**config.mk**
```make
export PLATFORM = sky130hd
export DESIGN_NAME = adc108s102_spi_ctrl
export DESIGN_NICKNAME = d
export VERILOG_FILES = /design/src/rtl/adc108s102_spi_ctrl.sv
export SDC_FILE = /design/constraint.sdc
export NUM_CORES = 1
export LEC_CHECK = 0
export BUFFER_PORTS_ARGS = -buffer_cell sky130_fd_sc_hd__buf_2
export CORE_MARGIN = 2
export CORE_UTILIZATION = 35
export CTS_BUF_LIST = sky130_fd_sc_hd__clkbuf_16
export CTS_CLUSTER_DIAMETER = 60
export CTS_CLUSTER_SIZE = 8
export DETAILED_ROUTE_END_ITERATION = 10
export GPL_ROUTABILITY_DRIVEN = 0
export SLEW_MARGIN = 40
export SYNTH_ARGS = -nofsm -noshare
export SYNTH_HDL_FRONTEND = slang
export SYNTH_SLANG_ARGS = --single-unit
```
**constraint.sdc**
```tcl
create_clock -name clk -period 1.9 [get_ports clk]
set_input_delay 0 -clock clk [delete_from_list [all_inputs] [get_ports clk]]
set_output_delay 0 -clock clk [all_outputs]
set_load 0.02 [all_outputs]
```
**src/rtl/adc108s102_spi_ctrl.sv**
```systemverilog
// SPI master for the ADC108S102: sends the channel word, captures the 10-bit result.
// Define ADC_AUTO_SCAN_EN to free-run frames that cycle through all eight channels.
module adc108s102_spi_ctrl #(
   parameter int CLK_DIV   = 4,
   parameter int QUIET_CYC = 4,
   parameter int DIV_W     = 3
) (
   input  logic       clk,
   input  logic       rst_n,
   input  logic       start,
   input  logic [2:0] channel,
   output logic       busy,
   output logic       data_valid,
   output logic [9:0] data,
   output logic [2:0] data_channel,
   output logic       adc_cs_n,
   output logic       adc_sclk,
   output logic       adc_din,
   input  logic       adc_dout
);

   localparam int QW = (QUIET_CYC > 1) ? $clog2(QUIET_CYC) : 1;
   localparam logic [DIV_W-1:0] DIV_LAST   = DIV_W'(CLK_DIV - 1);
   localparam logic [QW-1:0]    QUIET_LAST = QW'(QUIET_CYC - 1);

   typedef enum logic [1:0] {IDLE, SETUP, SHIFT, HOLD} state_t;

   state_t           state;
   logic [DIV_W-1:0] div_cnt;
   logic [3:0]       bit_cnt;
   logic [QW-1:0]    quiet_cnt;
   logic [15:0]      tx;
   logic [11:0]      rx;
   logic [2:0]       cur_ch;
   logic [2:0]       prev_ch;
   logic             dout_meta;
   logic             dout_sync;

`ifdef ADC_AUTO_SCAN_EN
   logic [2:0]       scan_cnt;
   logic             unused_inputs;
   assign unused_inputs = start ^ (^channel);
`endif

   always_ff @(posedge clk or negedge rst_n) begin
      if (!rst_n) begin
         dout_meta <= 1'b0;
         dout_sync <= 1'b0;
      end else begin
         dout_meta <= adc_dout;
         dout_sync <= dout_meta;
      end
   end

   // The result of a frame belongs to the address sent in the previous frame,
   // so prev_ch tracks what the device is currently converting.
   always_ff @(posedge clk or negedge rst_n) begin
      if (!rst_n) begin
         state        <= IDLE;
         div_cnt      <= '0;
         bit_cnt      <= '0;
         quiet_cnt    <= '0;
         tx           <= '0;
         rx           <= '0;
         cur_ch       <= '0;
         prev_ch      <= '0;
         busy         <= 1'b0;
         data_valid   <= 1'b0;
         data         <= '0;
         data_channel <= '0;
         adc_cs_n     <= 1'b1;
         adc_sclk     <= 1'b1;
         adc_din      <= 1'b0;
`ifdef ADC_AUTO_SCAN_EN
         scan_cnt     <= '0;
`endif
      end else begin
         data_valid <= 1'b0;
         case (state)
            IDLE: begin
`ifdef ADC_AUTO_SCAN_EN
               cur_ch   <= scan_cnt;
               tx       <= {2'b00, scan_cnt, 11'b0};
               scan_cnt <= scan_cnt + 3'd1;
               adc_cs_n <= 1'b0;
               busy     <= 1'b1;
               div_cnt  <= '0;
               state    <= SETUP;
`else
               if (start) begin
                  cur_ch   <= channel;
                  tx       <= {2'b00, channel, 11'b0};
                  adc_cs_n <= 1'b0;
                  busy     <= 1'b1;
                  div_cnt  <= '0;
                  state    <= SETUP;
               end
`endif
            end
            SETUP: begin
               if (div_cnt == DIV_LAST) begin
                  div_cnt  <= '0;
                  bit_cnt  <= '0;
                  adc_sclk <= 1'b0;
                  adc_din  <= tx[15];
                  tx       <= {tx[14:0], 1'b0};
                  state    <= SHIFT;
               end else begin
                  div_cnt <= div_cnt + DIV_W'(1);
               end
            end
            SHIFT: begin
               if (div_cnt != DIV_LAST) begin
                  div_cnt <= div_cnt + DIV_W'(1);
               end else begin
                  div_cnt <= '0;
                  if (!adc_sclk) begin
                     adc_sclk <= 1'b1;
                     rx       <= {rx[10:0], dout_sync};
                  end else if (bit_cnt == 4'd15) begin
                     adc_cs_n  <= 1'b1;
                     adc_din   <= 1'b0;
                     quiet_cnt <= '0;
                     state     <= HOLD;
                  end else begin
                     bit_cnt  <= bit_cnt + 4'd1;
                     adc_sclk <= 1'b0;
                     adc_din  <= tx[15];
                     tx       <= {tx[14:0], 1'b0};
                  end
               end
            end
            HOLD: begin
               if (quiet_cnt == '0) begin
                  data_valid   <= 1'b1;
                  data         <= rx[11:2];
                  data_channel <= prev_ch;
                  prev_ch      <= cur_ch;
               end
               if (quiet_cnt == QUIET_LAST) begin
                  state <= IDLE;
`ifndef ADC_AUTO_SCAN_EN
                  busy  <= 1'b0;
`endif
               end else begin
                  quiet_cnt <= quiet_cnt + QW'(1);
               end
            end
            default: state <= IDLE;
         endcase
      end
   end

endmodule

```
==> results.txt <==
Outcome = completed
Crit path DAT = 1.98 ns
CTS max path bufs = 2
Starting DRC count in detailed routing = 50
Area leader, netlist = dfrtp_1
Final WL = 4.07 mm
Worst-path fanout max = 8
Synth top area cells = dfrtp_1, mux2_1, mux2_2
Syn_nets = 202
Gr usage total = 12.1%
HP Start = start
Yosys reg bits = 54
Vias in the first global route = 1439
Hold Slack = 0.138 ns
Period Utilization, post-route = 92.9%
Slew headroom = 64.1%
Setup tns final = 0 ns
Port bufs = 24
HP Class = in2reg
Mapped Cells = 186
Depth of the most critical reg-to-reg path = 7
Main synth FF type = dfrtp_1
VDD IR max = 484 uV
CTS Sinks = 54
YS warnings = 0
Post-synth top area share = 53.9%
# IOs = 25
Syn-to-layout area delta = 23.4%
Syn_area_per_cell = 13.0 um^2
F_max = 567 MHz
CTS Buf Count = 5
WS Path Type = reg2reg
Clock latency on the worst-skew pair = 0.29 ns
Routed vias = 1495
Initial antenna violation count = 0
Number of nets in the layout = 251
Post-synth ARST share = 100%
Htree depth = 2
Via-to-Cell Ratio = 4.73
Die Wd = 87.0 um
R2r setup slk = 0.13 ns
Measured slew at the worst slew-check pin = 0.539 ns
Core area = 6720 um^2
Number of flops mapped to enable cells by yosys = 0
Pwr Density = 751 nW/um^2
Setup crit end kind = flip-flop
Final setup vio count = 0
Largest net degree at the start of global routing = 33
Initial Util = 35.9%
Number of routed nets with antenna violations = 0
CTS tree = built
Critical Path RT = 2.11 ns
Max-cap violations = 0
Num rows = 30
Distinct cells, synth = 37
Worst R2R End = adc_cs_n
Routed WL per cell = 12.9 um
Final Hold Fails = 0
Share of cells above drive strength 1 = 33.1%
Launching point of the worst reg2reg path = state[0]
CTS root buf = clkbuf_16
Final Slew Violations = 0
Static Leak = 1.52 nW
Fillers = 609
Die Y = 87.0 um
Die ar. = 7580 um^2
Synthesized cell area = 2410 um^2
Clk slew on worst S/H paths = 0.06 ns
Drc violations = 0
Critical path launch point type = flip-flop
Hold EP = busy
RSZ-0062 raised after global routing = false
Worst hold path depth = 3
GRT overflow = 0
Sequential fraction of the synthesis area = 56.1%
Drt first pass iters = 3
Dpl hpwl = 2.91 mm
Post-Route Skew = 0.00736 ns
Period minus WS final = 1.77 ns
N_diodes = 0
First-pass GRT wire length = 7.06 mm
## cell type report
type | count | area, um^2 | share of cell area (%)
clock buffer | 5 | 125 | 4.20
clock inverter | 3 | 42.5 | 1.43
inverter | 9 | 33.8 | 1.13
multi-input combinational | 119 | 1010 | 34.0
sequential | 54 | 1350 | 45.5
tap | 80 | 100 | 3.36
timing repair buffer | 46 | 310 | 10.4
## registers in the layout (all words and copies together), names as in the netlist
signal / flops
data_channel: 3
state: 2
dout_meta: 1
data: 10
prev_ch: 3
quiet_cnt: 2
rx: 12
div_cnt: 3
busy: 1
cur_ch: 3
bit_cnt: 4
adc_cs_n: 1
adc_din: 1
tx: 5
adc_sclk: 1
dout_sync: 1
data_valid: 1
## report_power, final
group	switching (mW)	internal, mW	total (mW)
sequential	0.00411	1.16	1.16
clock	0.404	0.622	1.03
combinational	0.0282	0.0195	0.0477
## kinds of logic (layout without fill, tap and decap cells)
group / count (synthesis) / in the layout / share of synthesized area, %
flip-flops: 54 / 54 / 56.1
AND/OR/NAND/NOR: 49 / 49 / 11.2
multiplexers: 44 / 44 / 20.7
AO/OA/AOI/OAI: 17 / 17 / 5.08
buffers and inverters: 13 / 63 / 2.23
adder cells (fa/ha/maj): 9 / 9 / 4.67
## metrics by stage
step           cell area (um^2)  total power [mW]  util, %  instances  worst slack [ns]
2_1_floorplan              2410              1.19        -        186             0.123
3_3_place_gp               2710              1.23     40.3        297             0.131
3_5_place_dp               2710              1.23     40.3        297            0.0775
4_1_cts                    2930              2.27     43.6        310            0.0406
5_1_grt                    2980              2.33     44.3        316           0.00328
6_report                   2980              2.24     44.3        316             0.135
## cell usage after synthesis (all sizes together), types with 2 or more instances
| cell type | count |
|---|---|
| dfrtp | 52 |
| mux2 | 38 |
| nand2 | 23 |
| ha | 9 |
| inv | 9 |
| o21ai | 9 |
| nand3 | 7 |
| mux2i | 6 |
| buf | 4 |
| nand2b | 3 |
| nor2 | 3 |
| nor3b | 3 |
| dfstp | 2 |
| nand4 | 2 |
| nor2b | 2 |
| o211ai | 2 |
## worst max path at each step
stage | startpoint | to | slack (ns) | depth (start not counted)
floorplan | state[0] | tx[11] | 0.12 | 6
detailed placement | state[0] | tx[12] | 0.08 | 6
global placement | state[0] | tx[12] | 0.13 | 6
global route | state[1] | tx[12] | 0.003 | 7
finish | state[0] | adc_cs_n | 0.13 | 7
CTS | state[0] | tx[15] | 0.04 | 7
## worst max-delay path: stages, from the launching register on
cell and delay [ns]:
dfrtp_1 0.38, inv_1 0.10, ha_1 0.22, buf_4 0.16
nor2b_1 0.16, a21oi_1 0.20, nand3_1 0.14, mux2_1 0.33
## what timing repair did
action | in CTS | in global routing
setup endpoints to repair | 0 | 6
hold buffers | 5 | 0
endpoints found under the hold margin | 24 | 0
setup buffers | 0 | 6
gates resized for setup | 0 | 3
## placed cells by master, fill, tap and decap left out, drive strengths merged, types with 2 or more instances in the layout
master and instances:
clkbuf 5, dlygate4sd3 5, o21ai 9, o211ai 2
nand3 7, nor3b 3, inv 10, nand2b 3
buf 41, mux2 38, nand2 23, dfstp 2
nor2 3, dfrtp 52, nor2b 2, ha 9
mux2i 6, nand4 2
## layer usage
metal  global-route usage (%)  part of all wire (%)  vias up
met5                        0                     0        -
met4                     3.55                  0.96        0
met3                     4.45                   4.2        6
met2                     17.4                    42       25
met1                     17.2                    52      721
li1                         -                     -      743
No activity file was read; power rests on OpenSTA's default activity.
